--- config.mk ---
export PLATFORM = sky130hd
export DESIGN_NAME = uart_rx_fifo
export DESIGN_NICKNAME = d
export VERILOG_FILES = /design/src/rtl/uart_rx_fifo.sv
export SDC_FILE = /design/constraint.sdc
export NUM_CORES = 1
export LEC_CHECK = 0
export ABC_AREA = 0
export ABC_CLOCK_PERIOD_IN_PS = 3500
export CAP_MARGIN = 0
export CORE_UTILIZATION = 55
export DETAILED_ROUTE_END_ITERATION = 6
export GPL_TIMING_DRIVEN = 0
export MAX_ROUTING_LAYER = met4
export PLACE_DENSITY = 0.74
export SYNTH_ARGS = -nofsm -noshare
export SYNTH_HDL_FRONTEND = slang
export SYNTH_SLANG_ARGS = --single-unit
--- constraint.sdc ---
create_clock -name clk -period 3.5 [get_ports clk]
set_input_delay 0.7 -clock clk [delete_from_list [all_inputs] [get_ports clk]]
set_output_delay 0.7 -clock clk [all_outputs]
set_load 0.01 [all_outputs]
--- src/rtl/uart_rx_fifo.sv ---
// uart_rx_fifo: edge-detected UART byte capture into a FIFO with sticky overflow.
// Define RX_FIFO_AF_EN to add a registered almost_full output (count >= AF_THRESH).
`timescale 1ns/1ps
module uart_rx_fifo #(
  parameter int DEPTH_LOG2 = 4,
  parameter int AF_THRESH = 12
) (
  input  logic clk,
  input  logic rst_n,
  input  logic [7:0] rx_data,
  input  logic rx_rdy,
  input  logic rd_en,
  output logic [7:0] rd_data,
  output logic rd_valid,
  output logic empty,
  output logic full,
  output logic [DEPTH_LOG2:0] count,
  output logic overflow,
  input  logic ovf_clr
`ifdef RX_FIFO_AF_EN
  ,
  output logic almost_full
`endif
);
  localparam int DEPTH = 1 << DEPTH_LOG2;
  logic [7:0] mem [DEPTH];
  logic [DEPTH_LOG2-1:0] wptr, rptr;
  logic rx_rdy_q, wr_stb, rd_acc, wr_acc, drop;
  logic [DEPTH_LOG2:0] count_nxt;
  always_comb begin
    wr_stb = rx_rdy & ~rx_rdy_q;
    rd_acc = rd_en & ~empty;
    wr_acc = wr_stb & (~full | rd_acc);
    drop = wr_stb & full & ~rd_acc;
    count_nxt = count + (DEPTH_LOG2+1)'(wr_acc) - (DEPTH_LOG2+1)'(rd_acc);
  end
  always_ff @(posedge clk)
    if (wr_acc) mem[wptr] <= rx_data;
  // rx_rdy_q resets high so a level already high at release is not a new byte
  always_ff @(posedge clk or negedge rst_n)
    if (!rst_n) begin
      rx_rdy_q <= 1'b1;
      wptr <= '0;
      rptr <= '0;
      count <= '0;
      empty <= 1'b1;
      full <= 1'b0;
      rd_data <= 8'h00;
      rd_valid <= 1'b0;
      overflow <= 1'b0;
    end else begin
      rx_rdy_q <= rx_rdy;
      wptr <= wptr + DEPTH_LOG2'(wr_acc);
      rptr <= rptr + DEPTH_LOG2'(rd_acc);
      count <= count_nxt;
      empty <= count_nxt == '0;
      full <= count_nxt == (DEPTH_LOG2+1)'(DEPTH);
      rd_valid <= rd_acc;
      if (rd_acc) rd_data <= mem[rptr];
      overflow <= drop | (overflow & ~ovf_clr);
    end
`ifdef RX_FIFO_AF_EN
  always_ff @(posedge clk or negedge rst_n)
    if (!rst_n) almost_full <= 1'b0;
    else almost_full <= count_nxt >= (DEPTH_LOG2+1)'(AF_THRESH);
`endif
endmodule
==> qor.log <==
INFO  outcome        run_status=completed
INFO  setup_path     timing.critical_path.max_delay_family=buffers and inverters
INFO  setup_path     cp_data_required_time=3.95ns
INFO  setup_path     beginning_of_the_critical_path=rd_en
INFO  drt            totalWireLength=11,700microns
INFO  cts            clock-sinks=154
INFO  sta            setup_repair_after_global_routing_missed_its_margin=false
INFO  sta            final-max-slew-violation-count=0
INFO  yosys          synth.cell_area=0.00610sqmm
INFO  finish         total_area_of_multi_input_combinational_cells=0.00147sqmm
INFO  drt            antenna_violating_nets_post_route=0
INFO  floorplan      die_x=107microns
INFO  cts            cts-root-buf=sky130_fd_sc_hd__clkbuf_8
INFO  global_routing grt_overflow_total=0
INFO  drt            route.detailed.drc=0
INFO  sta            finalHoldViolations=0
INFO  floorplan      pin_count=30
INFO  floorplan      placementRows=38
INFO  setup_path     max_fo_critical_path=11
INFO  sta            holdWs=0.159ns
INFO  sta            final.setup.tns=0ns
INFO  global_routing pin_count_of_the_biggest_net_entering_global_routing=27
INFO  setup_path     worst_setup_path_end_kind=flip-flop
INFO  sta            finalCriticalPeriod=3.11ns
INFO  finish         mostFrequentLayoutCell=sky130_fd_sc_hd__edfxtp_1
INFO  cts            count_of_h_tree_levels_built_during_cts=4
INFO  cts            cts_resized=0
INFO  finish         post_route_cells_drive_above_1_share=0.127
INFO  cts            post_cts_hold_buffer_count=0
INFO  global_routing grt_first_pass_wirelength=17,900microns
INFO  drt            drt_first_pass_iters=4
INFO  cts            inserted_clock_buffers=17
INFO  drt            post_drt_via_cell_ratio=5.75
INFO  floorplan      die_y=107microns
INFO  yosys          synth_fp_nets=370
INFO  floorplan      die-area=0.0115sqmm
INFO  sta            post-route-period-util=0.888
INFO  finish         synthToLayoutAreaGrowth=17.0%
INFO  setup_path     worst_r2r_startpoint=empty
INFO  finish         layout.core_utilization=0.658
INFO  sta            worst_slack=0.391ns
INFO  sta            fin_worst_skew=0.00450ns
INFO  setup_path     cp_slowest_stage_delay=0.41ns
INFO  global_routing via_count_of_the_first_global_routing_pass=3,250
INFO  yosys          syn_inst=347
INFO  finish         diodes_inserted=0
INFO  placed_design  portBuffers=29
INFO  cts            post_cts.repair.setup_buffers=0
INFO  yosys          synth_sequential_area_ratio=0.738
INFO  placed_design  replace_congestion=0.842
INFO  global_routing initial_antenna_violation_count=0
INFO  placed_design  detailed_place_hpwl=7760microns
INFO  yosys          avgSynthCellArea=17.6squm
INFO  finish         layout.area.seq=0.00450sqmm
INFO  global_routing globalRouteTotalUtil=0.232
INFO  run            drv.max_cap_violation_count=0
INFO  drt            vias=3,164
INFO  sta            worst_slew_margin_relative_to_its_limit=0.115
INFO  power_and_ir_drop power.ir.vdd_worst=0.421mV
INFO  setup_path     critical_path.cell_chain=clkdlybuf4s50_1, nand2b_1, buf_2, clkinv_1, ha_1, inv_1, ha_1, fa_1, a21o_1, a21oi_1, xnor2_1, nor3b_1
INFO  finish         nets=420
INFO  finish         commonest_cells_after_routing_fill_and_taps_aside=128 x sky130_fd_sc_hd__edfxtp_1, 40 x sky130_fd_sc_hd__mux2i_1, 28 x sky130_fd_sc_hd__clkdlybuf4s50_1, 24 x sky130_fd_sc_hd__dfrtp_1, 21 x sky130_fd_sc_hd__o22ai_1
INFO  yosys          yosys_warnings=0
INFO  setup_path     buf_inv_stages_crit_path=4
INFO  setup_path     crit_slowest_cell=sky130_fd_sc_hd__fa_1
INFO  power_and_ir_drop power.density=826mW/mm^2
INFO  sta            setup_viol=0
INFO  floorplan      initial_utilization=0.562
INFO  setup_path     arrival=3.56ns
INFO  sta            max_freq=322MHz
INFO  drt            wire_per_inst=21.3microns
INFO  yosys          synth_cell_type_count=33
INFO  setup_path     path_class=primary input to flip-flop
INFO  cts            cts_tree=done
INFO  drt            drt_iter0_markers=342
INFO  yosys          synth-seq-cells=154
INFO  finish         num-fill-cells=745
INFO  cts            clock_path_buffers=2
INFO  power_and_ir_drop p_leak=0.00258uW
INFO  floorplan      core=0.0108sqmm
INFO  setup_path     crit_top_cell=sky130_fd_sc_hd__ha_1
INFO  cts            clk_pin_slew_worst_paths=0.06ns
INFO  min_path       class_of_the_tightest_hold_or_removal_check=primary input to asynchronous set/reset pin
INFO  cts            clkLatencyLatePin=0.54ns
INFO  setup_path     critPathLaunchType=primary input
INFO  placed_design  detailedPlace.worstSlack=-0.164ns
INFO  sta            worst_slew_pin_slew=1.32ns
==> path summary, 6_finish.rpt <==
path | slack (ns) | cells after the start | endpoint
setup / recovery | 0.39 | 12 | full
hold / removal | 0.16 | 1 | rd_data[3]
setup reg to reg | 0.41 | 11 | full
hold reg to reg | 0.53 | 2 | rd_data[1]
max in group asynchronous | 2.96 | 1 | rptr[0]
min in group clk | 0.53 | 2 | rd_data[1]
==> cells in the mapped netlist, drive strengths merged <==
library cell | n | area, sq um
a21o | 3 | 22.5
mux2i | 40 | 400
buf | 14 | 100
nor2b | 2 | 12.5
or3 | 3 | 18.8
edfxtp | 128 | 3840
xor2 | 3 | 26.3
ha | 9 | 113
a21oi | 14 | 70.1
nor3b | 1 | 7.51
clkbuf | 2 | 7.51
o22ai | 21 | 131
dfstp | 2 | 52.6
mux4 | 12 | 312
nand2b | 4 | 25.0
a22oi | 4 | 30.0
nand3b | 5 | 37.5
nand2 | 2 | 7.51
nor2 | 20 | 75.1
inv | 7 | 26.3
clkinv | 1 | 3.75
nor3 | 13 | 65.1
dfrtp | 24 | 601
fa | 1 | 20.0
or3b | 2 | 20.0
nand3 | 5 | 25.0
xnor2 | 5 | 43.8
==> layer usage <==
layer,routed length (microns),up-vias,GRT usage
met5,0,-,-
met4,331,0,0.114
met3,785,25,0.0563
met2,5940,123,0.356
met1,4680,1553,0.292
li1,-,1463,-
==> registers in the layout (all words and copies together), names as in the netlist <==
| name | cells |
|---|---|
| full | 1 |
| count | 5 |
| wptr | 4 |
| empty | 1 |
| rd_valid | 1 |
| rptr | 4 |
| rx_rdy_q | 1 |
| mem | 128 |
| rd_data | 8 |
| overflow | 1 |
==> cell families after synthesis <==
group	share of synthesized area
DFF	0.738
muxes	0.117
buffers and inverters	0.0226
and+or+nand+nor	0.0482
xor gates and xnor gates	0.0115
AOI/OAI and AO/OA	0.0417
adders and majority gates	0.0218
==> stage by stage <==
step / cell area [sq um] / power (uW) / std cells
floorplan: 6100 / 3570 / 347
global placement: 6560 / 4160 / 516
detailed placement: 6560 / 4210 / 516
CTS: 7120 / 5910 / 548
global route: 7130 / 6120 / 550
finish: 7130 / 5890 / 550
==> report_power, final <==
group	total [uW]	switching [uW]	internal, uW
registers	2340	113	2230
clock network	1720	698	1020
logic	1830	999	829
total	5890	1810	4080
==> cell type report <==
class                           count  share of cell area
Sequential cell                   154               0.631
Tap cell                          140              0.0246
Clock buffer                       18              0.0600
Multi-Input combinational cell    169               0.206
Clock inverter                     14              0.0182
Timing Repair Buffer               31              0.0414
Buffer                             16              0.0151
Inverter                            8             0.00421
Power figures use the tool's default switching activity.
